### config.mk
export PLATFORM = sky130hd
export DESIGN_NAME = cla_pipe_adder
export DESIGN_NICKNAME = d
export VERILOG_FILES = /design/src/rtl/cla_pipe_adder_pkg.sv /design/src/rtl/cla_pipe_adder_group.sv /design/src/rtl/cla_pipe_adder.sv
export SDC_FILE = /design/constraint.sdc
export NUM_CORES = 1
export LEC_CHECK = 0
export CAP_MARGIN = 20
export CORE_UTILIZATION = 60
export DETAILED_ROUTE_END_ITERATION = 16
export GPL_ROUTABILITY_DRIVEN = 0
export PLACE_DENSITY_LB_ADDON = 0.12
export SETUP_SLACK_MARGIN = 0.4
export SLEW_MARGIN = 20
export SYNTH_ARGS = -nofsm -noshare
export SYNTH_HDL_FRONTEND = slang
export SYNTH_SLANG_ARGS = --single-unit
export TNS_END_PERCENT = 50
### constraint.sdc
create_clock -name clk -period 3.1 [get_ports clk]
set_input_delay 0.31 -clock clk [delete_from_list [all_inputs] [get_ports clk]]
set_output_delay 0.31 -clock clk [all_outputs]
set_load 0.01 [all_outputs]
### src/rtl/cla_pipe_adder_pkg.sv
// Shared constants for the pipelined CLA adder: lookahead group width and
// the pipeline-depth derivation from operand width.
package cla_pipe_adder_pkg;

   localparam int GROUP_W = 4;

   function automatic int num_groups(input int width);
      return width / GROUP_W;
   endfunction

   function automatic bit width_ok(input int width);
      return (width >= GROUP_W) && (width % GROUP_W == 0);
   endfunction

endpackage

### src/rtl/cla_pipe_adder_group.sv
// 4-bit carry-lookahead group: sum, group propagate/generate and carry-out.
module cla_group4 (
   input  logic [3:0] a,
   input  logic [3:0] b,
   input  logic       ci,
   output logic [3:0] s,
   output logic       Pg,
   output logic       Gg,
   output logic       co
);

   logic [3:0] p, g, c;

   assign p = a ^ b;
   assign g = a & b;

   assign c[0] = ci;
   assign c[1] = g[0] | (p[0] & ci);
   assign c[2] = g[1] | (p[1] & g[0]) | (p[1] & p[0] & ci);
   assign c[3] = g[2] | (p[2] & g[1]) | (p[2] & p[1] & g[0]) | (p[2] & p[1] & p[0] & ci);

   assign s  = p ^ c;
   assign Pg = &p;
   assign Gg = g[3] | (p[3] & g[2]) | (p[3] & p[2] & g[1]) | (p[3] & p[2] & p[1] & g[0]);
   assign co = Gg | (Pg & ci);

endmodule

### src/rtl/cla_pipe_adder.sv
// Pipelined CLA adder/subtractor: one 4-bit lookahead group resolved per
// stage, whole pipe advances together under a single valid/ready enable.
module cla_pipe_adder
   import cla_pipe_adder_pkg::*;
#(
   parameter int WIDTH = 16
) (
   input  logic             clk,
   input  logic             rst,
   input  logic             in_valid,
   output logic             in_ready,
   input  logic [WIDTH-1:0] a,
   input  logic [WIDTH-1:0] b,
   input  logic             cin,
   input  logic             sub,
   output logic             out_valid,
   input  logic             out_ready,
   output logic [WIDTH-1:0] sum,
   output logic             cout,
   output logic             ovf,
   output logic             P,
   output logic             G
);

   localparam int L = num_groups(WIDTH);

   if (!width_ok(WIDTH)) begin : g_bad_width
      $error("cla_pipe_adder: WIDTH must be a positive multiple of 4");
   end

   logic             en;
   logic [WIDTH-1:0] b_eff;
   logic             c0;

   logic [L-1:0]            vld, c_q, p_q, g_q, cm_q;
   logic [L-1:0][WIDTH-1:0] s_q, a_q, b_q;

   logic [L-1:0][3:0] ga, gb, gs;
   logic [L-1:0]      gci, gp, gg, gco;

   assign en       = out_ready | ~out_valid;
   assign in_ready = en;
   assign b_eff    = sub ? ~b : b;
   assign c0       = sub | cin;

   // Stage 0 works on the live inputs; later stages on the previous stage's registers.
   for (genvar k = 0; k < L; k++) begin : g_stage
      if (k == 0) begin : g_first
         assign ga[k]  = a[GROUP_W-1:0];
         assign gb[k]  = b_eff[GROUP_W-1:0];
         assign gci[k] = c0;
      end else begin : g_rest
         assign ga[k]  = a_q[k-1][GROUP_W*k +: GROUP_W];
         assign gb[k]  = b_q[k-1][GROUP_W*k +: GROUP_W];
         assign gci[k] = c_q[k-1];
      end

      cla_group4 u_grp (
         .a  (ga[k]),
         .b  (gb[k]),
         .ci (gci[k]),
         .s  (gs[k]),
         .Pg (gp[k]),
         .Gg (gg[k]),
         .co (gco[k])
      );
   end

   always_ff @(posedge clk) begin
      if (rst) begin
         vld  <= '0;
         c_q  <= '0;
         p_q  <= '0;
         g_q  <= '0;
         cm_q <= '0;
         s_q  <= '0;
         a_q  <= '0;
         b_q  <= '0;
      end else if (en) begin
         vld[0]  <= in_valid;
         a_q[0]  <= a;
         b_q[0]  <= b_eff;
         s_q[0]  <= WIDTH'(gs[0]);
         c_q[0]  <= gco[0];
         p_q[0]  <= gp[0];
         g_q[0]  <= gg[0];
         cm_q[0] <= ga[0][3] ^ gb[0][3] ^ gs[0][3];
         for (int k = 1; k < L; k++) begin
            vld[k]  <= vld[k-1];
            a_q[k]  <= a_q[k-1];
            b_q[k]  <= b_q[k-1];
            // Upper sum bits are still zero here, so OR drops the new group in place.
            s_q[k]  <= s_q[k-1] | (WIDTH'(gs[k]) << (GROUP_W * k));
            c_q[k]  <= gco[k];
            p_q[k]  <= gp[k] & p_q[k-1];
            g_q[k]  <= gg[k] | (gp[k] & g_q[k-1]);
            cm_q[k] <= ga[k][3] ^ gb[k][3] ^ gs[k][3];
         end
      end
   end

   // Final-stage operands and early MSB-carry taps have no consumer.
   logic unused_bits;
   assign unused_bits = ^{a_q[L-1], b_q[L-1], cm_q};

   assign out_valid = vld[L-1];
   assign sum       = s_q[L-1];
   assign cout      = c_q[L-1];
   assign ovf       = cm_q[L-1] ^ c_q[L-1];
   assign P         = p_q[L-1];
   assign G         = g_q[L-1];

endmodule

Word level (Yosys, flattened, before mapping):

Cells that the tools add are included.
W data, S select, Z words.

* muxes and demuxes: 1
* bitwise operators: 137
* reductions and logical operators: 4

Operators with widths (count)
* $and A1 B1 Y1: 66
* $or A1 B1 Y1: 45
* $xor A4 B4 Y4: 8
* $and A4 B4 Y4: 4
* $mux W16: 1
* $not A16 Y16: 1
* $or A16 B12 Y16: 1
* $or A16 B16 Y16: 1
* $reduce_and A4 Y1: 4
* $xor A1 B1 Y1: 9
* $or A4 B8 Y8: 1
* $not A1 Y1: 1

* register bits after elaboration: 168
* output and inout bits: 22
* word-level logic and storage cells: 157

Longest topological paths before layout:

Gate-level depths: netlist of run 1.

* depth after elaboration: 9
* depth in mapped cells: 8

Hierarchy:

From an unflattened synthesis of run 1, not the netlist that was laid out.

* cell total of the unflattened synthesis: 565
* area total of the unflattened synthesis: 4745.8 sq um

By module, submodules not included
* cla_pipe_adder: instances 1, cells each 481, area an instance 4011.3 sq um
* cla_group4 at g_stage[0].u_grp ...: instances 2, cells each 22, area an instance 186.4 sq um
* cla_group4 at g_stage[2].u_grp: instances 1, cells each 22, area an instance 193.9 sq um
* cla_group4 at g_stage[3].u_grp: instances 1, cells each 18, area an instance 167.7 sq um

Worst setup path before layout of run 1:

Ideal clock, no wire load.

* path type: input -> register
* from: in sub
* to: reg s_q[3] (netlist bit)
* data arrival time: 1711 ps
* setup slack: 1294 ps
* stages: 8
* buffers on the path: 2
* cell sequence: buf_6 -> buf_4 -> xor2_1 -> ha_1 -> a21oi_1 -> a21boi_2 -> o21a_1 -> o41ai_2

* cells in the longest elaborated chain, start to end: 7
* elaborated cells between the ends (all ways): 13
* those cells by class: mux (1); bitwise (12)

Ends and longest elaborated chain
* from (decl): line cla_pipe_adder.sv:15 `input logic sub,`
* $mux W16: line cla_pipe_adder.sv:43 `assign b_eff = sub ? ~b : b;`
* $xor A4 B4 Y4 or $and A4 B4 Y4 (tied branches): line cla_pipe_adder_group.sv:14, cla_pipe_adder_group.sv:15
* $and A1 B1 Y1: line cla_pipe_adder_group.sv:20 `assign c[3] = g[2] | (p[2] & g[1]) | (p[2] & p[1] & g[0]) | (p[2] & p[1] & p[0] & ci);`
* $or A1 B1 Y1 or $and A1 B1 Y1 (tied branches) (2 in series): line cla_pipe_adder_group.sv:20
* $or A1 B1 Y1: line cla_pipe_adder_group.sv:20
* $xor A4 B4 Y4 *: line cla_pipe_adder_group.sv:22 `assign s = p ^ c;`
* to (signal, indexed assignment): line cla_pipe_adder.sv:93 `s_q[k] <= s_q[k-1] | (WIDTH'(gs[k]) << (GROUP_W * k));`
* to (decl): line cla_pipe_adder.sv:36 `logic [L-1:0][WIDTH-1:0] s_q, a_q, b_q;`

Every way passes the cells marked *; elsewhere a longest branch is shown, timed or not.
A chain may end at the register's enable or synchronous reset.

Worst setup path after layout of run 1:

Same ends and word-level chain as after synthesis.

==> results of run 1 <==
power breakdown:
| part | switching, mW | internal (mW) | total (mW) |
|---|---|---|---|
| clock network | 0.493 | 0.306 | 0.799 |
| logic | 0.183 | 0.176 | 0.359 |
| registers | 0.0509 | 1.43 | 1.48 |
per-stage QoR:
stage               total power, mW  hold slack, ns
floorplan                      1.75           0.432
global placement               1.86           0.439
detailed placement             1.87           0.445
CTS                            2.66           0.404
global route                   2.76           0.426
finish                         2.64           0.412
synth_stat cells (4+ instances only):
| library cell | count |
|---|---|
| a21oi_1 | 88 |
| buf_2 | 15 |
| inv_1 | 8 |
| a31oi_1 | 4 |
| buf_6 | 9 |
| xnor2_1 | 16 |
| ha_1 | 18 |
| nand2_1 | 150 |
| fa_1 | 4 |
| o21ai_0 | 12 |
| nor2_1 | 35 |
| nor3_1 | 5 |
| buf_1 | 6 |
| buf_4 | 22 |
| dfxtp_1 | 105 |
| a211oi_1 | 6 |
| a211oi_2 | 16 |
| nand3_1 | 7 |
| xor2_1 | 5 |
cell usage in the layout, fill, tap and decap left out, types with 2 or more instances in the layout:
master / n
clkinv_4: 3
a21oi_1: 88
ha_1: 18
o211ai_1: 3
a211oi_1: 6
o21ai_0: 12
clkdlybuf4s50_1: 58
nand3_1: 7
nor4b_1: 3
nor3b_1: 3
nand4_1: 2
o41ai_1: 3
xor2_1: 5
nor3_1: 5
clkbuf_8: 9
dfxtp_1: 105
fa_1: 4
nand4b_1: 3
buf_12: 3
xnor2_1: 16
a31oi_1: 4
a211oi_2: 16
nor2_1: 35
inv_1: 8
nand2_1: 150
buf_4: 2
inv_6: 2
logic make-up (layout without fill, tap and decap cells):
| group | Yosys count | in the layout | synth area share (%) |
|---|---|---|---|
| DFF | 105 | 105 | 44.1 |
| and+or+nand+nor | 210 | 210 | 18.1 |
| xor gates and xnor gates | 21 | 21 | 3.86 |
| buffers and inverters | 64 | 89 | 8.87 |
| AOI/OAI and AO/OA | 139 | 139 | 18.7 |
| adders and majority gates | 22 | 22 | 6.40 |
cell type report:
| class | count | area [sq um] |
|---|---|---|
| inverters | 10 | 40.0 |
| multi-input cells | 392 | 2240 |
| flip-flops and latches | 105 | 2100 |
| fillers | 660 | 2340 |
| repair buffers | 63 | 656 |
| clock buffers | 9 | 124 |
| well taps | 102 | 128 |
| clock inverters | 7 | 60.1 |
registers in the layout (all words and copies together) (netlist names):
signal,cells
a_q,24
b_q,24
c_q,4
cm_q,1
g_q,4
p_q,4
s_q,24
sum,16
vld,4
path summary, 6_finish.rpt:
path           start  endpoint  slack, ns  cells past startpoint
max reg2reg  a_q[25]    c_q[2]       1.48                      5
max              sub    s_q[3]       1.04                      7
min              rst    p_q[0]       0.41                      2
min reg2reg  s_q[38]    sum[6]       0.45                      2
metal layers:
layer / global-route usage [%] / share of wire, %
met1: 32.2 / 48
met3: 3.02 / 3.3
met5: 0 / 0
met2: 38.8 / 47
met4: 10.6 / 2.1
critical path, cell delays in order:
cell and delay (ns):
clkdlybuf4s50_1 0.69, xor2_1 0.28, ha_1 0.33, a21oi_1 0.24
a21boi_2 0.10, o21a_1 0.20, o41ai_2 0.20
==> results, run 1 <==
- The run finished with clean final reports.
- With fillers left out, the area of the finished cells amounts to 5350 sq um.
- Buffers added to address setup during post-CTS repair amount to 0.
- The number of port buffers is 59.
- The starting density of the core is 62.0%.
- The via count of the first global-routing pass was 3,405.
- The count of mapped cells out of synthesis is 561.
- The root buffer cell is clkbuf_8.
- Yosys mapped a number of flops with a built-in enable equal to 0.
- When the netlist entered floorplanning its net count stood at 621.
- The most used flip-flop cell after synthesis is dfxtp_1.
- The mean number of vias per cell is 5.41.
- The post-detailed-route wirelength per cell is 13.7 um.
- The arrival time reported for the critical path endpoint is 2.34 ns.
- The smallest setup slack after layout is 1.04 ns.
- The synthesized design contains 105 register bits.
- The global-route usage over all layers is 24.0%.
- Before antenna repair, the detailed router went through 4 iterations.
- The die extent in x is 91.1 um.
- The region available for standard cell placement spans 7690 sq um.
- Data on the critical path is required at its endpoint by 3.38 ns.
- The final number of setup-violating endpoints is 0.
- After routing, the total negative slack on setup checks comes to 0 ns.
- Once placement finished, the instance area stood at 5170 sq um.
- After synthesis the cells add up to 4770 sq um.
- STA classifies the critical path startpoint as an input port.
- After detailed placement, the design holds a cell count of 672.
- The area share of the leading cell type in the synthesized netlist is 44.1%.
- The total via count after detailed routing is 3,725.
- The worst-case clock skew is 0.0126 ns.
- The post-route clock period utilization is 66.4%.
- The count of nets left with antenna violations once routing finished came out at 0.
- The post-route netlist has 7.34% of its cells at a drive strength greater than 1.
- Clock-pin slew was measured on the worst setup and hold paths at 0.10 ns.
- Clock latency on the worst-skew pair, taken at its later pin, is 0.38 ns.
- The initial antenna violation count is 0.
- The largest total area in the synthesized netlist belongs to dfxtp_1.
- The maximum number of pins on one net before global-route repair is 120.
- The H-tree was split into 3 levels.
- STA classifies the critical path endpoint as a register.
- The reported leakage power is 1.98 nW.
- The final count of hold timing violations is 0.
- The post-synthesis cell type count is 38.
- The half-perimeter wire length after placement is 6230 um.
- The number of buffers created by CTS is 9.
- The critical-path maximum fanout is 7.
- The maximum root-to-sink buffer count is 2.
- For this design, the sink count on the clock tree is 105.
- The quantity of gates resized following cts is 0.
- In this run the core area contains 32 standard-cell rows.
- The power per unit of standard cell area is 494 nW/um^2.
- The worst-case headroom to the max-slew limit is 61.7%.
- The height of the die is 91.1 um.
- Pin placement for this block handled 60 I/O pins.
- The critical path class is in2reg.
- The post-synthesis to final-layout area growth is 12.3%.
- The average cell area after synthesis is 8.50 sq um.
- The worst hold-check path type is in2reg.
- For the pin with the worst max-slew slack, the measured transition is 0.575 ns.
- Setup repair after global routing left no endpoint under its margin.
- In the final design database the tool counted 641 nets.
- Leaving out filler cells and counting taps, the final layout contains 688.
- The worst ir drop on vdd is 320 uV.
- By area the synthesized netlist is led by dfxtp_1, nand2_1, a21oi_1.
- The number of hold-repair buffers added at the cts stage is 0.
- The first routing iteration left 217 violations.
- The number of slew-limit violations in the final report was 0.
- For this run, design rule violations remaining after detail routing come to 0.
- The diode insertion count for antenna repair is 0.
- At the end of the flow the core is filled with cells to 69.6%.
- Timing would allow up to 486 MHz.
- Across the run, the number of max-cap violations was 0.
- The floorplan step defined a die boundary enclosing 8310 sq um.
- The sequential area share after synthesis is 44.1%.
- The total overflow left after global routing is 0.
- The yosys synthesis warning count is 0.
- TritonCTS built the clock tree.
- The first global-routing pass estimated 16,000 um of wire.
- The minimum clock period is 2.06 ns.
- The total detailed-routing wirelength is 9450 um.
- Counting flops with an async set or reset pin after synthesis yields a share of 0%.
- At the placement stage, the worst setup path has a slack of 0.676 ns.
(Power assumes the default switching activity.)
==> run 2, diff against run 1 <==
--- a/config.mk
+++ b/config.mk
@@ -6,7 +6,7 @@
 export NUM_CORES = 1
 export LEC_CHECK = 0
 export CAP_MARGIN = 20
-export CORE_UTILIZATION = 60
+export CORE_UTILIZATION = 55
 export DETAILED_ROUTE_END_ITERATION = 16
 export GPL_ROUTABILITY_DRIVEN = 0
 export PLACE_DENSITY_LB_ADDON = 0.12
==> constraint.sdc (replaced) <==
create_clock -name clk -period 1.9 [get_ports clk]
set_input_delay 0.19 -clock clk [delete_from_list [all_inputs] [get_ports clk]]
set_output_delay 0.19 -clock clk [all_outputs]
set_load 0.01 [all_outputs]
==> run 2 against run 1 <==
Largest cell class unchanged. Die area grew 8.9%. Critical path depth is the same. Flip-flop and latch count is the same. Critical path type unchanged.
==> results, run 2 (synthesized netlist as in run 1, its figures left out) <==
- The flow ran to the end, and the final reports show no timing, DRC or antenna violations.
- The die is 95.1 um wide.
- The setup slack after placement is -0.134 ns.
- Along the worst hold path, the cell count comes to 2.
- The startpoint type of the worst setup path is an input port.
- The library cells used most frequently in the layout, excluding fill and tap cells, are nand2_1, dfxtp_1, a21oi_1, clkdlybuf4s50_1, nor2_1.
- The source-to-sink clock delay at the later pin of the worst-skew pair is 0.36 ns.
- Once placement completed, the tool counted placed cells totaling 685.
- The fraction of final layout cells sized beyond drive strength 1 is 11.9%.
- The clock sink total is 105.
- Using the TritonRoute via totals, the vias-per-cell ratio works out to 5.25.
- The number of hold-repair buffers added at the cts stage is 0.
- Row generation in the floorplan step produced 33 rows.
- Counting the fill cells in the layout gives 694.
- The signal on the critical path passes through clkdlybuf4s50_1 > xor2_1 > ha_1 > o211ai_2 > a21boi_2 > o21a_1 > o41ai_2.
- The minimum clock period is 1.48 ns.
- The worst path required time is 2.17 ns.
- Summing all flip-flop and latch instances after layout gives 2110 sq um.
- The worst-path cell with the longest stage delay is clkdlybuf4s50_1.
- The depth of the CTS H-tree is 3.
- The arrival time reported for the critical path endpoint is 1.76 ns.
- Power spread over the standard cell area amounts to 800 nW/um^2.
- Along the worst path, the maximum fanout reaches 3.
- The post-route cell area is 5550 sq um.
- The post-synthesis to final-layout area growth is 16.4%.
- The longest clock path from root to sink contains 2 buffers.
- For this configuration, the core starts out at a cell density of 57.4%.
- Global routing used 22.2% of the available tracks across all layers.
- The reported max-cap violation count is 0.
- The endpoint identified for the worst register-to-register timing path is cm_q[3].
- Summing all multi-input logic gate instances after layout gives 2320 sq um.
- Based on the critical path, the design can be clocked at up to 674 MHz.
- The highest cell delay on the worst timing path is 0.47 ns.
- The library cell used most frequently in the layout, excluding fill and tap cells, is nand2_1.
- The height of the die is 95.1 um.
- The worst-case clock skew is 0.0154 ns.
- The total area inside the core boundary comes to 8300 sq um.
- The number of slew-limit violations in the final report is 0.
- The post-layout net count is 652.
- The clock-pin slew on the worst setup and hold paths is 0.10 ns.
- The wire length of the first global-routing pass is 15,600 um.
- TritonCTS built the clock tree.
- Entering global routing, the biggest net connects 58 pins.
- The final worst hold slack is 0.262 ns.
- The HPWL after detailed placement is 6560 um.
- The die covers 9040 sq um.
- Once routing completed, OpenROAD measured the worst setup slack at 0.416 ns.
- Dividing the final minimum period by the clock period gives 78.1%.
- After global routing the overflow that remains totals 0.
- The number of placed I/O pins is 60.
- The largest registers in the layout are a_q (24), b_q (24), s_q (24).
- The non-filler instance count after layout is 702.
- The number of cells on the worst reg-to-reg path is 5.
- The worst pin sits at a relative slew slack of 71.2%.
- Input and output buffers added on the ports amount to 59.
- The reported leakage power is 2.06 nW.
- The worst hold path terminates at a_q[47].
- The cell sitting at the root of the clock tree is a clkbuf_8.
- The detailed router finished its first iteration with 130 violations.
- Setup violations remaining at the end of the flow were counted as 0.
- The overall power of the completed layout is 4.44 mW.
- For the pin with the worst max-slew slack, the measured transition is 0.432 ns.
- The via count of the first global-routing pass is 3,371.
- The total placed instance area is 5270 sq um.
- The worst register-to-register path begins at a_q[44].
- Before antenna repair, the detailed router went through 4 iterations.
- The post-detailed-route wirelength per cell is 13.4 um.
- The reg2reg setup slack is 0.44 ns.
- The total via count after detailed routing is 3,685.
- The critical path class is in2reg.
- The initial antenna violation count was 0.
- The number of buffers created by CTS is 9.
- VDD sags by at most 564 uV.
- The final count of hold timing violations was 0.
- In this run the most critical hold path is launched from rst.
- The element type at the critical path end is a register.
- The aggregate negative setup slack is 0 ns.
- The remaining routing DRC violations is 0.
- Setup repair after global routing could not meet its margin everywhere.
- 0 antenna diodes ended up in the layout.
- The worst hold path belongs to the class in2reg.
- The utilization after layout is 66.8%.
- Wires add up to 9420 um.
- Once detail routing completed, the nets flagged for antenna violations numbered 0.
-- run 2: cell types whose count changed in the layout (fill, tap and decap cells not counted), moves of 3 or more --
cell             delta
a211oi_1            -4
a211oi_2            +4
buf_4              +10
clkdlybuf4s50_1     -4
dfxtp_1             -3
dfxtp_2             +3
dlygate4sd2_1       +3
o21ai_0             -4
-- run 2: power breakdown --
part | switching (mW) | internal, mW | total, mW
registers | 0.0836 | 2.34 | 2.42
clock network | 0.770 | 0.621 | 1.39
logic | 0.311 | 0.316 | 0.627
-- run 2: critical path: cells and delay by family --
| kind | cells | cell delay (ns) |
|---|---|---|
| adders and majority gates | 1 | 0.32 |
| AOI/OAI and AO/OA | 4 | 0.56 |
| buffers and inverters | 1 | 0.47 |
| xor gates and xnor gates | 1 | 0.23 |
-- run 2: cell type report --
type	instances	share of cell area (%)
multi-input cells	392	41.8
flip-flops and latches	105	38.0
repair buffers	74	13.5
well taps	105	2.37
clock buffers	9	2.23
clock inverters	7	1.40
inverters	10	0.722
-- run 2: per-layer routing --
layer	global-route usage (%)	part of all wire [%]
met1	29.6	48
met2	36.7	48
met3	4.07	3.4
met4	5.68	1.0
met5	0	0
-- run 2: what timing repair did --
item	in CTS	in global routing
resized for setup	9	15
pin swaps	2	4
setup buffers	1	0
endpoints found under the setup margin	13	18
hold endpoints to repair	0	0
-- run 2: worst max path at each step --
stage	start	endpoint	slack, ns	cells after the start
floorplan	sub	s_q[3]	0.27	8
global route	b[0]	s_q[3]	0.35	7
global placement	sub	s_q[3]	-0.1	7
CTS	a_q[25]	c_q[2]	0.37	5
detailed placement	sub	s_q[3]	-0.13	7
finish	b[0]	s_q[3]	0.42	7
